File: config.mk
export PLATFORM = sky130hd
export DESIGN_NAME = upsample_flat
export DESIGN_NICKNAME = d
export VERILOG_FILES = /design/src/rtl/upsample_if.sv /design/src/rtl/upsample.sv /design/src/flat_wrapper.sv
export SDC_FILE = /design/constraint.sdc
export NUM_CORES = 1
export LEC_CHECK = 0
export BUFFER_PORTS_ARGS = -buffer_cell sky130_fd_sc_hd__buf_2
export CORE_MARGIN = 5
export CORE_UTILIZATION = 23
export CTS_CLUSTER_DIAMETER = 80
export DETAILED_ROUTE_END_ITERATION = 8
export GPL_TIMING_DRIVEN = 0
export PLACE_DENSITY = 0.48
export SYNTH_ARGS = -nofsm -noshare
export SYNTH_HDL_FRONTEND = slang
export SYNTH_SLANG_ARGS = --single-unit
export TNS_END_PERCENT = 1
File: constraint.sdc
create_clock -name clk -period 9 [get_ports clk]
set_input_delay 1.8 -clock clk [delete_from_list [all_inputs] [get_ports clk]]
set_output_delay 1.8 -clock clk [all_outputs]
set_load 0.1 [all_outputs]
File: src/rtl/upsample_if.sv
// Handshake and data bus of the 2x2 upsampler: 3x3 map in, 6x6 map out.
interface upsample_if #(
    parameter int DATA_W = 8
);
    logic                   upsample_valid_i;
    logic [9*DATA_W-1:0]    upsample_input;
    logic                   upsample_busy_o;
    logic                   upsample_valid_o;
    logic [36*DATA_W-1:0]   upsample_output;

    modport master (
        output upsample_valid_i,
        output upsample_input,
        input  upsample_busy_o,
        input  upsample_valid_o,
        input  upsample_output
    );

    modport slave (
        input  upsample_valid_i,
        input  upsample_input,
        output upsample_busy_o,
        output upsample_valid_o,
        output upsample_output
    );
endinterface

File: src/rtl/upsample.sv
// 2x2 upsampler: expands a captured 3x3 map into a 6x6 map, one 2x2 block per cycle.
// Define UPSAMPLE_ZERO_FILL_EN for zero-insertion unpooling; default is replicate mode.
module upsample #(
    parameter int DATA_W = 8
) (
    input  logic        clk,
    input  logic        rst_n,
    upsample_if.slave   bus
);
    typedef enum logic [1:0] {
        IDLE = 2'd0,
        FILL = 2'd1,
        DONE = 2'd2
    } state_e;

    state_e                 state_q, state_d;
    logic [3:0]             cnt_q, cnt_d;
    logic [9*DATA_W-1:0]    in_q, in_d;
    logic [36*DATA_W-1:0]   work_q, work_d;
    logic [36*DATA_W-1:0]   out_q, out_d;
    logic                   vld_q, vld_d;
    logic                   busy_q, busy_d;

    // Writes input element blk into its 2x2 block; the other three cells get the fill value.
    function automatic logic [36*DATA_W-1:0] write_block(
        input logic [36*DATA_W-1:0] work,
        input logic [9*DATA_W-1:0]  src,
        input logic [3:0]           blk
    );
        logic [36*DATA_W-1:0] res;
        logic [DATA_W-1:0]    elem;
        logic [DATA_W-1:0]    fill;
        int                   bi;
        int                   base;
        res  = work;
        bi   = int'(blk);
        base = (bi / 3) * 12 + (bi % 3) * 2;
        elem = src[bi*DATA_W +: DATA_W];
`ifdef UPSAMPLE_ZERO_FILL_EN
        fill = '0;
`else
        fill = elem;
`endif
        res[base*DATA_W +: DATA_W]       = elem;
        res[(base+1)*DATA_W +: DATA_W]   = fill;
        res[(base+6)*DATA_W +: DATA_W]   = fill;
        res[(base+7)*DATA_W +: DATA_W]   = fill;
        return res;
    endfunction

    // Next-state and datapath decode.
    always_comb begin
        state_d = state_q;
        cnt_d   = cnt_q;
        in_d    = in_q;
        work_d  = work_q;
        out_d   = out_q;
        vld_d   = 1'b0;
        case (state_q)
            IDLE: begin
                if (bus.upsample_valid_i) begin
                    in_d    = bus.upsample_input;
                    cnt_d   = 4'd0;
                    state_d = FILL;
                end else begin
                    state_d = IDLE;
                end
            end
            FILL: begin
                work_d = write_block(work_q, in_q, cnt_q);
                // The counter parks at 8 so it never leaves the 0..8 block range.
                if (cnt_q == 4'd8) begin
                    state_d = DONE;
                end else begin
                    cnt_d = cnt_q + 4'd1;
                end
            end
            DONE: begin
                out_d   = work_q;
                vld_d   = 1'b1;
                state_d = IDLE;
            end
            default: begin
                state_d = IDLE;
                cnt_d   = 4'd0;
            end
        endcase
        busy_d = (state_d != IDLE);
    end

    // State, datapath and output registers.
    always_ff @(posedge clk or negedge rst_n) begin
        if (!rst_n) begin
            state_q <= IDLE;
            cnt_q   <= 4'd0;
            in_q    <= '0;
            work_q  <= '0;
            out_q   <= '0;
            vld_q   <= 1'b0;
            busy_q  <= 1'b0;
        end else begin
            state_q <= state_d;
            cnt_q   <= cnt_d;
            in_q    <= in_d;
            work_q  <= work_d;
            out_q   <= out_d;
            vld_q   <= vld_d;
            busy_q  <= busy_d;
        end
    end

    assign bus.upsample_busy_o  = busy_q;
    assign bus.upsample_valid_o = vld_q;
    assign bus.upsample_output  = out_q;
endmodule

File: src/flat_wrapper.sv
// flat-port wrapper written by rule: the top's interface ports become plain ports
module upsample_flat 
#(
    parameter int DATA_W = 8
)
  (clk, rst_n, bus_upsample_valid_i, bus_upsample_input, bus_upsample_busy_o, bus_upsample_valid_o, bus_upsample_output);
  upsample_if #(.DATA_W(DATA_W)) bus_i ();
  input  logic clk;
  input  logic rst_n;
  input wire logic [$bits(bus_i.upsample_valid_i)-1:0] bus_upsample_valid_i;
  input wire logic [$bits(bus_i.upsample_input)-1:0] bus_upsample_input;
  output wire logic [$bits(bus_i.upsample_busy_o)-1:0] bus_upsample_busy_o;
  output wire logic [$bits(bus_i.upsample_valid_o)-1:0] bus_upsample_valid_o;
  output wire logic [$bits(bus_i.upsample_output)-1:0] bus_upsample_output;
  assign bus_i.upsample_valid_i = bus_upsample_valid_i;
  assign bus_i.upsample_input = bus_upsample_input;
  assign bus_upsample_busy_o = bus_i.upsample_busy_o;
  assign bus_upsample_valid_o = bus_i.upsample_valid_o;
  assign bus_upsample_output = bus_i.upsample_output;
  upsample #(.DATA_W(DATA_W)) u_core (.clk(clk), .rst_n(rst_n), .bus(bus_i));
endmodule
==> flow_summary.yaml <==
worst_hold_path:
  worstHoldStart: "u_core.work_q[223]"
  worst_hold_path.endpoint: "u_core.work_q[223]"
  min_path_cells: 2
  hold_class: "reg2reg"
timing:
  fmax_ghz: 0.117
  setup_slack_ns: 0.449
  fin_skew_ns: 0.0306
  finalHoldViolCount: 0
  final-max-slew-violation-count: 0
  rsz0062_at_grt: "yes"
  tightest_slew_ns: 1.19
  totalNegativeSetupSlack_ns: 0
  final_period_minus_worst_setup_slack_ns: 8.55
  post-route-period-util_pct: 95.0
  setup_viol: 0
  slew_headroom_pct: 20.4
worst_setup_path:
  start_kind: "flop"
  reg2reg_slack_ns: 0.45
  cpPeakStageDelay_ns: 0.41
  cp-end-kind: "flop"
  worstPathArrival_ns: 9.09
  crit_top_cell: "ha_1"
  reg2reg_depth: 38
  crit_type: "reg2reg"
  r2r_end: "u_core.work_q[148]"
  crit_family: "buffers and inverters"
  path_max_fanout: 10
  critical_path_required_ns: 9.54
  crit_buf_inv: 12
  r2r-start: "u_core.cnt_q[2]"
  cpMaxStageDelayCell: "a221o_1"
clocking:
  postCtsHoldBufs: 0
  cts_max_level: 3
  clock-sinks: 656
  cts_tree: "yes"
  cts_buffer_depth: 3
  cts-root-buf: "clkbuf_16"
  numCtsBuffers: 78
  clkLatencyLatePin_ns: 0.67
  cts.clk_slew.worst_paths_ns: 0.06
routing:
  vias: 24157
  wirelength_um: 128000
  via_per_inst: 4.93
  ant_nets: 0
  drt_iter0_markers: 2157
  remaining_drc_errors: 0
  wl_per_cell_um: 26.1
  first_pass_iters: 7
logic_synthesis:
  yosysSeqAreaShare_pct: 54.1
  syn_inst: 2620
  synth_common_cells: "656 x dfrtp_1, 377 x mux2_2, 284 x nand2_1"
  syn_area_per_cell_sq_um: 11.6
  synth_top_area_share_pct: 54.1
  dominantRegCellSynth: "dfrtp_1"
  yosysUniqueCellTypes: 97
  ys_top_cells_by_area: "dfrtp_1 54%, mux2_2 14%, nand2_1 3.5%"
  yosysTopAreaCell: "dfrtp_1"
  synth_edf_count: 0
  synth.most_common_cell: "dfrtp_1"
  syn_nets: 2717
  yosysWarningCount: 0
  synth_seq_cells: 656
  async_reset_ff_share_pct: 100
  synth_area_sq_um: 30300
floorplan:
  dieArea_sq_um: 139000
  dieHeight_um: 373
  start_util_pct: 23.1
  core_sq_um: 131000
  chipWidth_um: 373
  placement_rows: 133
  pin_count: 365
placement:
  place_inst: 4750
  pre_cts_ws_ns: -1.61
  place_congestion: 0.955
  dp_hpwl_um: 97800
  portBuffers: 364
global_routing:
  grt_max_degree: 123
  grt_pass1_vias: 24376
  grt_pass1_wl_um: 182000
  grt_usage_pct: 17.7
  overflow: 0
  antenna_found_initial: 17
finish:
  fin_cells: 4899
  fillCellCount: 13709
  synthToLayoutAreaGrowth_pct: 23.9
  final_nets: 3175
  drive_gt1_share_pct: 32.5
flow_run:
  cap_violations: 0
run_status:
  status: "finished clean"
-- per-layer routing --
metal | part of all wire (%) | routed length, um | track usage [%] | vias to the layer above
met3 | 9.1 | 11700 | 6.43 | 223
li1 | - | - | - | 10686
met5 | 0.15 | 188 | 0 | -
met1 | 41 | 52700 | 22.2 | 12294
met2 | 46 | 58400 | 28.2 | 928
met4 | 4.0 | 5060 | 6.28 | 26
-- logic make-up after synthesis --
group                      count (synthesis)  share of synthesized area (%)
and+or+nand+nor                          662                           10.1
DFF                                      656                           54.1
AOI/OAI and AO/OA                        641                           15.2
muxes                                    416                           16.1
buffers and inverters                    192                           2.56
xor gates and xnor gates                  31                          0.994
adders and majority gates                 22                          0.932
-- cell usage in the layout (no fill, tap or decap), drive strengths merged, types with 55 or more instances in the layout --
| master | instances |
|---|---|
| a22o | 65 |
| a22oi | 86 |
| buf | 424 |
| clkbuf | 232 |
| dfrtp | 656 |
| mux2 | 386 |
| nand2 | 284 |
| nand3 | 55 |
| nor2 | 146 |
| o21ai | 169 |
| o22ai | 88 |
-- through the flow --
step,hold WS (ns),cell area [sq um],utilization (%)
finish,0.477,37600,28.6
global route,0.502,37600,28.6
CTS,0.483,37400,28.5
detailed placement,0.468,34600,26.4
global placement,0.454,34400,26.2
floorplan,0.444,30300,-
-- worst max path at each step --
stage | start | end | slack [ns] | cells past startpoint
6_report | u_core.cnt_q[2] | u_core.work_q[148] | 0.45 | 38
5_1_grt | u_core.cnt_q[2] | u_core.work_q[263] | -0.009 | 32
4_1_cts | u_core.cnt_q[2] | u_core.work_q[183] | 0.02 | 37
3_5_place_dp | u_core.cnt_q[2] | u_core.work_q[148] | -1.61 | 36
3_3_place_gp | rst_n | u_core.bus.upsample_output[238] | -8.98 | 1
2_1_floorplan | u_core.cnt_q[2] | u_core.work_q[176] | 0.82 | 35
-- final cells by class --
type,instances,area (sq um),share of cell area (%)
plain buffers,166,688,1.83
diodes,7,17.5,0.0466
multi-input cells,1772,13400,35.7
clock inverters,30,433,1.15
flip-flops and latches,656,16400,43.7
well taps,1755,2200,5.84
repair buffers,381,2100,5.58
clock buffers,109,2240,5.96
inverters,23,88.8,0.236
-- state kept, by name, summed over array words and instances, names as in the netlist --
| signal | flops |
|---|---|
| u_core.bus.upsample_busy_o | 1 |
| u_core.cnt_q | 4 |
| u_core.bus.upsample_valid_o | 1 |
| u_core.in_q | 72 |
| u_core.state_q | 2 |
| u_core.work_q | 288 |
| u_core.bus.upsample_output | 288 |
-- what timing repair did --
item                                    4_1_cts  5_1_grt
resized for setup                            23       37
setup buffers                                 2        4
endpoints found under the setup margin      288      286
hold endpoints to repair                      0        0
pin swaps                                     2        3
-- worst min-delay path: cells and delay by family, from the launching register on --
family | cells | cell delay, ns
compound gates | 1 | 0.06
flops | 1 | 0.34
simple gates | 1 | 0.05
Power is left out: the tool's default activity adds up to more than one toggle a clock period on the data nets, which glitch-free logic cannot reach.
